<file path="src/rtl/fcfs_arbiter.sv">
// First-come-first-served arbiter: arrivals (req rising edges) are queued in a
// circular FIFO of requester indices and granted one at a time, with an optional hold timeout.
module fcfs_arbiter #(
  parameter int unsigned N_REQ    = 3,
  parameter int unsigned MAX_HOLD = 16,
  localparam int unsigned IDW     = ($clog2(N_REQ) > 1) ? $clog2(N_REQ) : 1,
  localparam int unsigned CW      = $clog2(N_REQ + 1)
) (
  input  logic             clk,
  input  logic             rst,
  input  logic [N_REQ-1:0] req,
  output logic [N_REQ-1:0] gnt,
  output logic [IDW-1:0]   gnt_id,
  output logic             busy,
  output logic [CW-1:0]    q_count,
  output logic             timeout
);

  localparam int unsigned HW = (MAX_HOLD > 0) ? $clog2(MAX_HOLD + 1) : 1;

  typedef enum logic [0:0] {
    IDLE  = 1'b0,
    GRANT = 1'b1
  } stateT;

  stateT            state;
  stateT            stateNext;

  logic [N_REQ-1:0] reqD;
  logic [N_REQ-1:0] inQ;
  logic [N_REQ-1:0] inQNext;
  logic [N_REQ-1:0] arrive;
  logic [IDW-1:0]   fifo     [N_REQ];
  logic [IDW-1:0]   fifoNext [N_REQ];
  logic [IDW-1:0]   rdPtr;
  logic [IDW-1:0]   wrPtr;
  logic [IDW-1:0]   rdPtrNext;
  logic [IDW-1:0]   wrPtrNext;
  logic [IDW-1:0]   head;
  logic [CW-1:0]    nArr;
  logic [CW-1:0]    qCountNext;
  logic             pop;
  logic             popGrant;
  logic             holdExpire;
  logic             released;
  logic [HW-1:0]    holdCnt;
  logic [HW-1:0]    holdCntNext;
  logic [N_REQ-1:0] gntNext;
  logic [IDW-1:0]   gntIdNext;
  logic             timeoutNext;

  // Pointer increment wrapping modulo N_REQ (N_REQ need not be a power of two)
  function automatic logic [IDW-1:0] incPtr(input logic [IDW-1:0] p);
    return (p == IDW'(N_REQ - 1)) ? '0 : p + 1'b1;
  endfunction

  // Arrival detection, in-order enqueue of all same-cycle arrivals, and head pop
  always_comb begin
    arrive    = req & ~reqD & ~inQ;
    head      = fifo[rdPtr];
    pop       = (state == IDLE) && (q_count != '0);
    popGrant  = pop && req[head];
    fifoNext  = fifo;
    wrPtrNext = wrPtr;
    nArr      = '0;
    for (int i = 0; i < int'(N_REQ); i++) begin
      if (arrive[i]) begin
        fifoNext[wrPtrNext] = IDW'(i);
        wrPtrNext           = incPtr(wrPtrNext);
        nArr                = nArr + 1'b1;
      end
    end
    // A popped requester's own arrival this cycle is already masked by inQ
    inQNext = inQ | arrive;
    if (pop) begin
      inQNext[head] = 1'b0;
    end
    rdPtrNext  = pop ? incPtr(rdPtr) : rdPtr;
    qCountNext = q_count + nArr - CW'(pop);
  end

  assign released   = !req[gnt_id];
  assign holdExpire = (MAX_HOLD != 0) && (holdCnt == HW'(MAX_HOLD - 1));

  // State register
  always_ff @(posedge clk or posedge rst) begin
    if (rst) begin
      state <= IDLE;
    end else begin
      state <= stateNext;
    end
  end

  // Next-state logic
  always_comb begin
    stateNext = state;
    case (state)
      IDLE:    if (popGrant) stateNext = GRANT;
      GRANT:   if (released || holdExpire) stateNext = IDLE;
      default: stateNext = IDLE;
    endcase
  end

  // Output and hold-counter next values; a release wins over a coincident timeout
  always_comb begin
    gntNext     = gnt;
    gntIdNext   = gnt_id;
    timeoutNext = 1'b0;
    holdCntNext = holdCnt;
    case (state)
      IDLE: begin
        if (popGrant) begin
          gntNext     = N_REQ'(1) << head;
          gntIdNext   = head;
          holdCntNext = '0;
        end
      end
      GRANT: begin
        if (released) begin
          gntNext   = '0;
          gntIdNext = '0;
        end else if (holdExpire) begin
          gntNext     = '0;
          gntIdNext   = '0;
          timeoutNext = 1'b1;
        end else if (holdCnt < HW'(MAX_HOLD)) begin
          holdCntNext = holdCnt + 1'b1;
        end
      end
      default: begin
        gntNext   = '0;
        gntIdNext = '0;
      end
    endcase
  end

  // Queue, hold counter and registered outputs
  always_ff @(posedge clk or posedge rst) begin
    if (rst) begin
      reqD    <= '0;
      inQ     <= '0;
      rdPtr   <= '0;
      wrPtr   <= '0;
      q_count <= '0;
      holdCnt <= '0;
      gnt     <= '0;
      gnt_id  <= '0;
      busy    <= 1'b0;
      timeout <= 1'b0;
      for (int i = 0; i < int'(N_REQ); i++) begin
        fifo[i] <= '0;
      end
    end else begin
      reqD    <= req;
      inQ     <= inQNext;
      rdPtr   <= rdPtrNext;
      wrPtr   <= wrPtrNext;
      q_count <= qCountNext;
      holdCnt <= holdCntNext;
      gnt     <= gntNext;
      gnt_id  <= gntIdNext;
      busy    <= |gntNext;
      timeout <= timeoutNext;
      for (int i = 0; i < int'(N_REQ); i++) begin
        fifo[i] <= fifoNext[i];
      end
    end
  end

endmodule
</file>
<file path="config.mk">
export PLATFORM = sky130hd
export DESIGN_NAME = fcfs_arbiter
export DESIGN_NICKNAME = d
export VERILOG_FILES = /design/src/rtl/fcfs_arbiter.sv
export SDC_FILE = /design/constraint.sdc
export NUM_CORES = 1
export LEC_CHECK = 0
export ABC_AREA = 1
export BUFFER_PORTS_ARGS = -buffer_cell sky130_fd_sc_hd__clkbuf_2
export CAP_MARGIN = 0
export CORE_MARGIN = 1
export CORE_UTILIZATION = 50
export CTS_BUF_LIST = sky130_fd_sc_hd__clkbuf_16
export CTS_CLUSTER_DIAMETER = 80
export DETAILED_ROUTE_END_ITERATION = 7
export PLACE_DENSITY = 0.68
export SLEW_MARGIN = 20
export SYNTH_ARGS = -nofsm -noshare
export SYNTH_HDL_FRONTEND = slang
export SYNTH_SLANG_ARGS = --single-unit
</file>
<file path="constraint.sdc">
create_clock -name clk -period 2.5 [get_ports clk]
set_input_delay 0.375 -clock clk [delete_from_list [all_inputs] [get_ports clk]]
set_output_delay 0.375 -clock clk [all_outputs]
set_load 0.005 [all_outputs]
</file>
==> results of run 1 <==
-- logic make-up (layout without fill, tap and decap cells) --
kind of cell | Yosys count | after routing | share of synthesized area
simple gates | 81 | 81 | 0.250
flops | 31 | 31 | 0.444
xor+xnor | 5 | 5 | 0.0251
buf+inv | 33 | 56 | 0.0767
fa+ha+maj | 7 | 7 | 0.0502
compound gates | 39 | 39 | 0.153
-- worst paths after layout --
kind,start,endpoint,cells past startpoint
min in group clk,req[2],reqD[2]$_DFF_PP0_,1
worst max-delay path,reqD[0]$_DFF_PP0_,q_count[1]$_DFF_PP0_,11
max in group asynchronous,rst,busy$_DFF_PP0_,3
worst min register to register,gnt[1]$_DFF_PP0_,gnt[1]$_DFF_PP0_,2
worst max register to register,reqD[0]$_DFF_PP0_,q_count[1]$_DFF_PP0_,11
worst min-delay path,rst,wrPtr[1]$_DFF_PP0_,2
-- where the power goes --
part	internal, mW	leakage (nW)	switching, mW
clock network	0.358	0.0762	0.204
logic	0.399	0.569	0.681
registers	0.680	0.393	0.150
-- sequential cells by signal (all words and copies together) (netlist names) --
register / cells
timeout: 1
gnt_id: 2
reqD: 3
wrPtr: 2
q_count: 2
state: 1
rdPtr: 2
busy: 1
holdCnt: 5
fifo: 6
inQ: 3
gnt: 3
-- area by class of cell --
| class | instances | area, µm² |
|---|---|---|
| sequential | 31 | 776 |
| fill | 290 | 1320 |
| clock inverter | 3 | 12.5 |
| clock buffer | 5 | 125 |
| timing repair buffer | 16 | 87.6 |
| multi-input combinational | 132 | 836 |
| tap | 46 | 57.6 |
| inverter | 32 | 123 |
-- cell usage in the layout, fill, tap and decap left out, drive strengths merged --
cell,synthesis,routed
a211o,1,1
o311ai,1,1
buf,1,3
nor2,17,17
nand2,41,41
clkbuf,0,18
xor2,4,4
nand3b,2,2
or2,1,1
o22ai,1,1
xnor2,1,1
nand3,16,16
ha,7,7
clkinv,0,1
nand4,1,1
nor3,3,3
o31ai,2,2
a21oi,6,6
dfrtp,31,31
o21bai,1,1
inv,32,34
o21ai,24,24
a21boi,3,3
-- worst max-delay path: cells and delay by family, from the launching register on --
kind | cells | cell delay [ns]
flops | 1 | 0.36
fa+ha+maj | 3 | 0.69
simple gates | 1 | 0.17
buf+inv | 4 | 0.30
xor+xnor | 3 | 0.47
-- per-layer routing --
layer	vias to the layer above	wire length, µm
met5	-	0
met4	0	52
met3	5	112
met2	20	1410
met1	627	1600
li1	682	-
-- through the flow --
stage	power [mW]	area, µm²
5_1_grt	2.67	2020
3_5_place_dp	1.92	1880
4_1_cts	2.49	2020
2_1_floorplan	1.67	1750
6_report	2.47	2020
3_3_place_gp	1.88	1880
==> impl_results.md, run 1 <==
* Commonest cells in the netlist: 35 x nand2_1, 31 x dfrtp_1, 24 x inv_1, 16 x nor2_1, 16 x o21ai_0
* Yosys cell types at 35
* Setup Viol. Count Final at 0
* Syn-to-layout area delta at 15.6%
* Syn nets at between 200 and 250
* Layout Utilization at 0.604
* Syn avg cell area at approximately 9 µm²
* Crit path time final at 2.09 ns
* Hold Crit Class: input pin to asynchronous set/reset pin
* Wire per inst at 12.0 µm
* Final Skew at 0.00521 ns
* Post-CTS setup buffers at 0
* Crit path top cell by count: inv_1
* Detailed Routing Iterations Pass 1 at 4
* FMAX at 478 MHz
* Most frequent cell after synthesis: nand2_1
* CTS Hold Buffers Added at 0
* Worst path max stage delay at 0.36 ns
* Fraction of layout cells with a size suffix above 1 at 0.269
* CP Capture Type: register
* PwrDens at 1230 mW/mm²
* Maximum root-to-sink buffer count at 2
* Antenna violations before repair at 0
* All-Layer GR Usage at 0.196
* Cell Count, Final, Fillers Out at 265
* Clock Latency Late Sink at about 0.28 ns
* Maximum vdd drop at 0.772 mV
* Fraction of registers with async set/reset at 1.00
* Final WL at 3170 µm
* Clk root buf: clkbuf_16
* Top cell type's share of synthesized area at 0.444
* Dpl cells at 257
* Register area share after synthesis at 0.444
* Fin. max-slew vios at 0
* RSZ-0062 raised after global routing: no
* DR DRC count at 0
* Kind of critical path: register to register
* Post-route setup slack at around 0.41 ns
* Post-Synthesis Cells at slightly below 200
* IO Port Bufs at 13
* CTS tree: yes
* Synth Flop Type: dfrtp_1
* EDFF count, synth at 0
* Worst Path Required at approximately 2.7 ns
* First-pass GRT wire length at roughly 5200 µm
* #FFs+latches synth at 31
* CTS Buf Count at 5
* Slew headroom at 0.599
* GPL Wtd Cong at 0.780
* Period utilization at 0.837
* Leading post-synthesis cells by cell area: dfrtp_1 44%, nand2_1 7.5%, inv_1 5.2%, ha_1 5.0%, nand3_2 4.6%
* Worst EP arrival at 2.24 ns
* DR vias at 1334
* Met2 Use GR at 0.276
* Status: finished, final reports clean
* Vias in the first global route at about 1200
* Ys Warns at 0
* CORE AREA at 0.00334 mm²
* Routed Antenna Nets at 0
* Post-Syn Area at 0.00175 mm²
* CP Cell Sequence: inv_1 -> nand3b_4 -> inv_1 -> ha_1 -> xor2_1 -> inv_1 -> ha_1 -> inv_1 -> ha_1 -> xor2_1 -> xor2_1
* TritonCTS Sinks at 31
* Cell taking the most area after synthesis: dfrtp_1
* Ports at 14
* CP max stage cell: dfrtp_1
* Max_cap viols at 0
* Post-DP HPWL at between 2000 and 2500 µm
* Nets@finish at 230
* DIE AREA at 0.00373 mm²
* Grt ovf at 0
* Largest net degree at the start of global routing at 17
* GR Layer Usage met3 at 0.0504
* Grt peak-use layer: met1
* Setup TNS Final at 0 ns
* CTS resizes at 0
* Leak at slightly above 1 nW
* Routing usage on met1 at 0.278
* Setup WS pre-CTS at 0.320 ns
* Row cnt at 21
* Worst slew pin tran at 0.600 ns
* DIE HEIGHT at 61.1 µm
* Reg2reg setup slack at slightly above 0.4 ns
* Startpoint Class: register
* Min Hold Slack at 0.139 ns
* Hold Vio Cnt, Final at 0
* Peak fanout along the critical path at 12
* Clock Pin Slew Worst Setup and Hold Paths at 0.05 ns
* Starting density of the core at 0.523
* Number of DRC markers in iteration 0 at 63
* Antenna diodes at 0
* DR vias/cell at 5.03
* H-Tree Depth at 2
* Die X at 61.1 µm
No activity file was read; power rests on OpenSTA's default activity.
==> run 2, diff against run 1 <==
PLACE_DENSITY = 0.71   (was 0.68)
clock period = 1.8 ns   (was 2.5 ns; I/O delays follow)
==> run 2 against run 1 <==
Effect of this change: the flow now finishes with violations (negative setup slack); die area stayed put; count of clock-buffer cells in the layout stayed put; final cell count is 2.6% higher; largest cell class unchanged; highest routed layer unchanged; largest power group unchanged.
==> impl_results.md, run 2 (same netlist as run 1, synthesis figures left out) <==
* DIE HEIGHT at 61.1 µm (unchanged)
* Worst path top cell family by delay: adder cells (unchanged)
* Max reg flops at 6 (unchanged)
* Detailed Routing Iterations Pass 1 at 4 (unchanged)
* Crit path time final at 1.99 ns (was 2.09 ns)
* Hold Vio Cnt, Final at 0 (unchanged)
* Status: finished, violations left (was finished, final reports clean)
* Fraction of layout cells with a size suffix above 1 at 0.305 (was 0.269)
* Leak at 1.07 nW (was 1.04 nW)
* Starting density of the core at 0.523 (unchanged)
* CTS Buf Count at 5 (unchanged)
* Period utilization at 1.10 (was 0.837)
* Startpoint Class: register (unchanged)
* Post-DP HPWL at 2350 µm (was 2440 µm)
* Max_cap viols at 0 (unchanged)
* Antenna diodes at 0 (unchanged)
* CP Capture Type: register (unchanged)
* CP Buf/Inv Count at 2 (was 4)
* Die X at 61.1 µm (unchanged)
* Ports at 14 (unchanged)
* Setup TNS Final at -0.187 ns (was 0 ns)
* Final Skew at 0.00477 ns (was 0.00521 ns)
* Slew headroom at 0.733 (was 0.599)
* Final design area excluding fillers at 0.00209 mm² (was 0.00202 mm²)
* Worst path max stage delay at 0.41 ns (was 0.36 ns)
* All-Layer GR Usage at 0.209 (was 0.196)
* Multi-input combinational cell area at 848 µm² (was 836 µm²)
* CP Launch Point: inQ[1]$_DFF_PP0_ (was reqD[0]$_DFF_PP0_)
* Grt ovf at 0 (unchanged)
* Final WL at 3270 µm (was 3170 µm)
* Most flop-heavy register: fifo (unchanged)
* Syn-to-layout area delta at 19.5% (was 15.6%)
* Worst EP arrival at 2.14 ns (was 2.24 ns)
* Hold Crit Class: input pin to asynchronous set/reset pin (unchanged)
* Number of DRC markers in iteration 0 at 89 (was 63)
* FMAX at 503 MHz (was 478 MHz)
* First-pass GRT wire length at 5530 µm (was 5180 µm)
* Layout Utilization at 0.625 (was 0.604)
* Placed cell areas at 0.00193 mm² (was 0.00188 mm²)
* TritonCTS Sinks at 31 (unchanged)
* Routed Antenna Nets at 0 (unchanged)
* Post-route setup slack at -0.187 ns (was 0.407 ns)
* DR DRC count at 0 (unchanged)
* Most frequent cells in the layout: 35 x nand2_1, 31 x dfrtp_1, 23 x inv_1 (was 35 x nand2_1, 31 x dfrtp_1, 26 x inv_1)
* Maximum root-to-sink buffer count at 2 (unchanged)
* Maximum vdd drop at 0.733 mV (was 0.772 mV)
* Failing checks: negative setup slack
* # fillers at 296 (was 290)
* IO Port Bufs at 13 (unchanged)
* Leading cell type in the layout, fill and taps excluded: nand2_1 (unchanged)
* Nets@finish at 238 (was 230)
* CTS tree: yes (unchanged)
* H-Tree Depth at 2 (unchanged)
* DR vias/cell at 4.99 (was 5.03)
* DR vias at 1358 (was 1334)
* CP Cell Sequence: nor3_4 -> ha_1 -> xor2_1 -> inv_1 -> ha_1 -> inv_2 -> ha_4 -> xor2_1 -> xor2_1 (was inv_1 -> nand3b_4 -> inv_1 -> ha_1 -> xor2_1 -> inv_1 -> ha_1 -> inv_1 -> ha_1 -> xor2_1 -> xor2_1)
* CTS Hold Buffers Added at 0 (unchanged)
* Peak fanout along the critical path at 2 (was 12)
* Clk root buf: clkbuf_16 (unchanged)
* RSZ-0062 raised after global routing: yes (was no)
* Fin. max-slew vios at 0 (unchanged)
* Largest net degree at the start of global routing at 32 (was 17)
* Wire per inst at 12.0 µm (about the same)
* Setup Viol. Count Final at 1 (was 0)
* Crit path top cell by count: xor2_1 (was inv_1)
* Min Hold Slack at 0.0448 ns (was 0.139 ns)
* DIE AREA at 0.00373 mm² (unchanged)
* Clock Latency Late Sink at 0.28 ns (about the same)
* Clock Pin Slew Worst Setup and Hold Paths at 0.05 ns (about the same)
* Vias in the first global route at 1221 (was 1180)
* Worst Path Required at 1.96 ns (was 2.65 ns)
* Row cnt at 21 (unchanged)
* CP max stage cell: dfrtp_1 (unchanged)
* GPL Wtd Cong at 0.825 (was 0.780)
* Worst r2r src: inQ[1]$_DFF_PP0_ (was reqD[0]$_DFF_PP0_)
* PwrDens at 1720 mW/mm² (was 1230 mW/mm²)
* Kind of critical path: register to register (unchanged)
* Antenna violations before repair at 0 (unchanged)
* CORE AREA at 0.00334 mm² (unchanged)
* FF+latch area at 776 µm² (unchanged)
* Worst slew pin tran at 0.401 ns (was 0.600 ns)
* Top flop regs: fifo: 6 flops, holdCnt: 5 flops (unchanged)
==> run 2: cell types whose count changed in the layout (fill, tap and decap cells not counted) <==
cell	delta
buf_4	+8
clkinv_1	+1
ha_1	-1
inv_1	-3
inv_2	+1
ha_4	+1
==> run 2: worst register-to-register path, stage by stage (launching register included) <==
cell     delay (ns)
dfrtp_1        0.41
nor3_4         0.21
ha_1           0.26
xor2_1         0.17
inv_1          0.06
ha_1           0.28
inv_2          0.04
ha_4           0.14
xor2_1         0.16
xor2_1         0.14
==> run 2: layer usage <==
layer  wire (µm)  GRT usage  vias up
li1            -          -      699
met4          60     0.0877        0
met1        1660      0.287      627
met2        1410      0.304       25
met5           0          0        -
met3         134     0.0693        7
==> run 2: what timing repair did <==
| item | 4_1_cts | 5_1_grt |
|---|---|---|
| endpoints found under the setup margin | 1 | 2 |
| pin swaps | 0 | 2 |
| buffers inserted | 0 | 1 |
| gates resized for setup | 0 | 2 |
==> run 2: final timing paths <==
path	to	slack, ns	cells after the start
max	q_count[1]$_DFF_PP0_	-0.19	9
min	wrPtr[0]$_DFF_PP0_	0.04	3
max reg2reg	q_count[1]$_DFF_PP0_	-0.19	9
min reg2reg	gnt[1]$_DFF_PP0_	0.50	2
max in group asynchronous	gnt_id[0]$_DFFE_PP0P_	1.46	3
min in group clk	reqD[2]$_DFF_PP0_	0.14	1
==> run 2: area by class of cell <==
type | count | area share
inverters | 32 | 0.0588
clock buffers | 5 | 0.0600
repair buffers | 24 | 0.0708
clock inverters | 2 | 0.00420
well taps | 46 | 0.0276
multi-input cells | 132 | 0.407
flip-flops and latches | 31 | 0.372
==> run 2: report_power, final <==
| group | switching (mW) | internal [mW] |
|---|---|---|
| Clock | 0.289 | 0.495 |
| Combinational | 1.01 | 0.648 |
| Sequential | 0.195 | 0.945 |
==> run 2: metrics by stage <==
step / total power, mW / instances / setup slack [ns]
final: 3.58 / 272 / -0.187
after detailed placement: 2.75 / 264 / -0.209
after floorplan: 2.32 / 196 / -0.279
after CTS: 3.56 / 271 / -0.189
after global routing: 3.90 / 272 / -0.234
after global placement: 2.71 / 264 / -0.156
==> run 3, diff against run 2 <==
CORE_ASPECT_RATIO = 1.75   (was not set)
SKIP_LAST_GASP = 1   (was not set)
==> run 3 against run 2 <==
Effect of this change: the run still ends with negative setup slack left; highest routed layer unchanged; critical path type unchanged; global-route usage grew 0.99 points; non-clock buffer count up 2; largest power group unchanged; final cell count is 0.74% higher.
==> impl_results.md, run 3 (same netlist as run 1, synthesis figures left out) <==
* Nets@finish at 240 (was 238)
* Number of DRC markers in iteration 0 at 31 (was 89)
* GR Layer Usage met3 at 0.0607 (was 0.0693)
* Max_cap viols at 0 (unchanged)
* Hold Vio Cnt, Final at 0 (unchanged)
* RSZ-0062 raised after global routing: yes (unchanged)
* Routing usage on met1 at 0.202 (was 0.287)
* H-Tree Depth at 2 (unchanged)
* GPL Wtd Cong at 0.769 (was 0.825)
* Maximum root-to-sink buffer count at 2 (unchanged)
* Syn-to-layout area delta at 20.6% (was 19.5%)
* Vias in the first global route at 1378 (was 1221)
* Fraction of layout cells with a size suffix above 1 at 0.306 (was 0.305)
* Wire per inst at 12.7 µm (was 12.0 µm)
* Maximum vdd drop at 1.15 mV (was 0.733 mV)
* CTS tree: yes (unchanged)
* CORE AREA at 0.00336 mm² (was 0.00334 mm²)
* Startpoint Class: register (unchanged)
* Post-route setup slack at -0.156 ns (was -0.187 ns)
* Clock Pin Slew Worst Setup and Hold Paths at 0.05 ns (about the same)
* FF+latch area at 776 µm² (unchanged)
* FMAX at 511 MHz (was 503 MHz)
* Worst Path Required at 1.95 ns (was 1.96 ns)
* Power, Total at 3.59 mW (was 3.58 mW)
* Reg2reg setup slack at -0.16 ns (was -0.19 ns)
* Setup Viol. Count Final at 1 (unchanged)
* Final Skew at 0.00461 ns (was 0.00477 ns)
* Clock Latency Late Sink at 0.27 ns (was 0.28 ns)
* Routed Antenna Nets at 0 (unchanged)
* Row cnt at 28 (was 21)
* Top flop regs: fifo: 6 flops, holdCnt: 5 flops (unchanged)
* Failing checks: negative setup slack (unchanged)
* All-Layer GR Usage at 0.219 (was 0.209)
* Grt peak-use layer: met2 (unchanged)
* Clk root buf: clkbuf_16 (unchanged)
* DIE AREA at 0.00374 mm² (was 0.00373 mm²)
* Worst EP arrival at 2.10 ns (was 2.14 ns)
* Most frequent cells in the layout: 35 x nand2_1, 31 x dfrtp_1, 25 x inv_1 (was 35 x nand2_1, 31 x dfrtp_1, 23 x inv_1)
* Min Hold Slack at 0.0394 ns (was 0.0448 ns)
* Layout Utilization at 0.626 (was 0.625)
* Kind of critical path: register to register (unchanged)
* Worst R2R Path Depth at 9 (unchanged)
* Setup WS pre-CTS at -0.171 ns (was -0.209 ns)
* TritonCTS Sinks at 31 (unchanged)
* IO Port Bufs at 13 (unchanged)
* PwrDens at 1700 mW/mm² (was 1720 mW/mm²)
* Period utilization at 1.09 (was 1.10)
* DR vias at 1366 (was 1358)
* DIE HEIGHT at 80.2 µm (was 61.1 µm)
* CTS Buf Count at 5 (unchanged)
* # fillers at 321 (was 296)
* DR vias/cell at 4.99 (about the same)
* Starting density of the core at 0.519 (was 0.523)
* DR DRC count at 0 (unchanged)
* Max reg flops at 6 (unchanged)
* Grt ovf at 0 (unchanged)
* Detailed Routing Iterations Pass 1 at 6 (was 4)
* Leading cell type in the layout, fill and taps excluded: nand2_1 (unchanged)
* Worst r2r src: inQ[1]$_DFF_PP0_ (unchanged)
* Placed cell areas at 0.00196 mm² (was 0.00193 mm²)
* Ports at 14 (unchanged)
* Crit path time final at 1.96 ns (was 1.99 ns)
* Hold Crit Class: input pin to asynchronous set/reset pin (unchanged)
* Multi-input combinational cell area at 851 µm² (was 848 µm²)
* Critical Path Sink: q_count[1]$_DFF_PP0_ (unchanged)
* Leak at 1.08 nW (was 1.07 nW)
* Die X at 46.7 µm (was 61.1 µm)
* CP Launch Point: inQ[1]$_DFF_PP0_ (unchanged)
* First-pass GRT wire length at 5640 µm (was 5530 µm)
* CP Capture Type: register (unchanged)
* Antenna violations before repair at 0 (unchanged)
* Worst slew pin tran at 0.397 ns (was 0.401 ns)
* Antenna diodes at 0 (unchanged)
* Post-DP HPWL at 2650 µm (was 2350 µm)
* Final WL at 3480 µm (was 3270 µm)
* Slew headroom at 0.736 (was 0.733)
* Worst r2r dst: q_count[1]$_DFF_PP0_ (unchanged)
* Most flop-heavy register: fifo (unchanged)
* Fin. max-slew vios at 0 (unchanged)
* Final design area excluding fillers at 0.00210 mm² (was 0.00209 mm²)
* Met2 Use GR at 0.403 (was 0.304)
* Peak fanout along the critical path at 2 (unchanged)
* Largest net degree at the start of global routing at 32 (unchanged)
* Status: finished, violations left (unchanged)
==> run 3: worst min-delay path by stage <==
stage          startpoint                     end  slack, ns  cells after the start
2_1_floorplan      req[0]       reqD[0]$_DFF_PP0_       0.30                      0
4_1_cts               rst  holdCnt[2]$_DFFE_PP0P_       0.06                      3
3_3_place_gp          rst    q_count[0]$_DFF_PP0_       0.35                      3
5_1_grt               rst  holdCnt[0]$_DFFE_PP0P_       0.10                      3
6_report              rst  holdCnt[1]$_DFFE_PP0P_       0.04                      3
3_5_place_dp          rst  holdCnt[2]$_DFFE_PP0P_       0.35                      3
==> run 3: layout make-up <==
cell class | count | share of cell area
Timing Repair Buffer | 26 | 0.0773
Multi-Input combinational cell | 132 | 0.404
Sequential cell | 31 | 0.369
Tap cell | 45 | 0.0268
Clock buffer | 5 | 0.0595
Clock inverter | 3 | 0.00535
Inverter | 32 | 0.0583
==> run 3: timing repair <==
item | 4_1_cts | 5_1_grt
endpoints found under the setup margin | 1 | 3
buffers inserted | 0 | 0
gates resized for setup | 0 | 2
hold buffers | 0 | 0
cloned | 0 | 0
==> run 3: critical path, cell delays in order, from the launching register on <==
cell and delay [ns]:
dfrtp_1 0.40, nor3_4 0.18, ha_1 0.26, xor2_1 0.15, inv_1 0.05, ha_1 0.26
inv_1 0.05, ha_4 0.15, xor2_1 0.16, xor2_1 0.16
==> run 3: layer usage <==
metal	vias up	wire, µm
met4	0	85
met3	6	75
met5	-	0
met2	11	1990
li1	701	-
met1	648	1320
==> run 3: metrics by stage <==
| step | setup TNS (ns) | std cells |
|---|---|---|
| CTS | -0.162 | 274 |
| detailed placement | -0.171 | 266 |
| floorplan | -0.368 | 196 |
| finish | -0.156 | 274 |
| global route | -0.281 | 274 |
| global placement | -0.150 | 266 |
==> run 3: where the power goes <==
group	internal (mW)	leakage, nW	total (mW)	switching [mW]
Combinational	0.647	0.616	1.67	1.02
Sequential	0.945	0.393	1.14	0.198
Clock	0.496	0.0701	0.774	0.278
Total	2.09	1.08	3.59	1.50
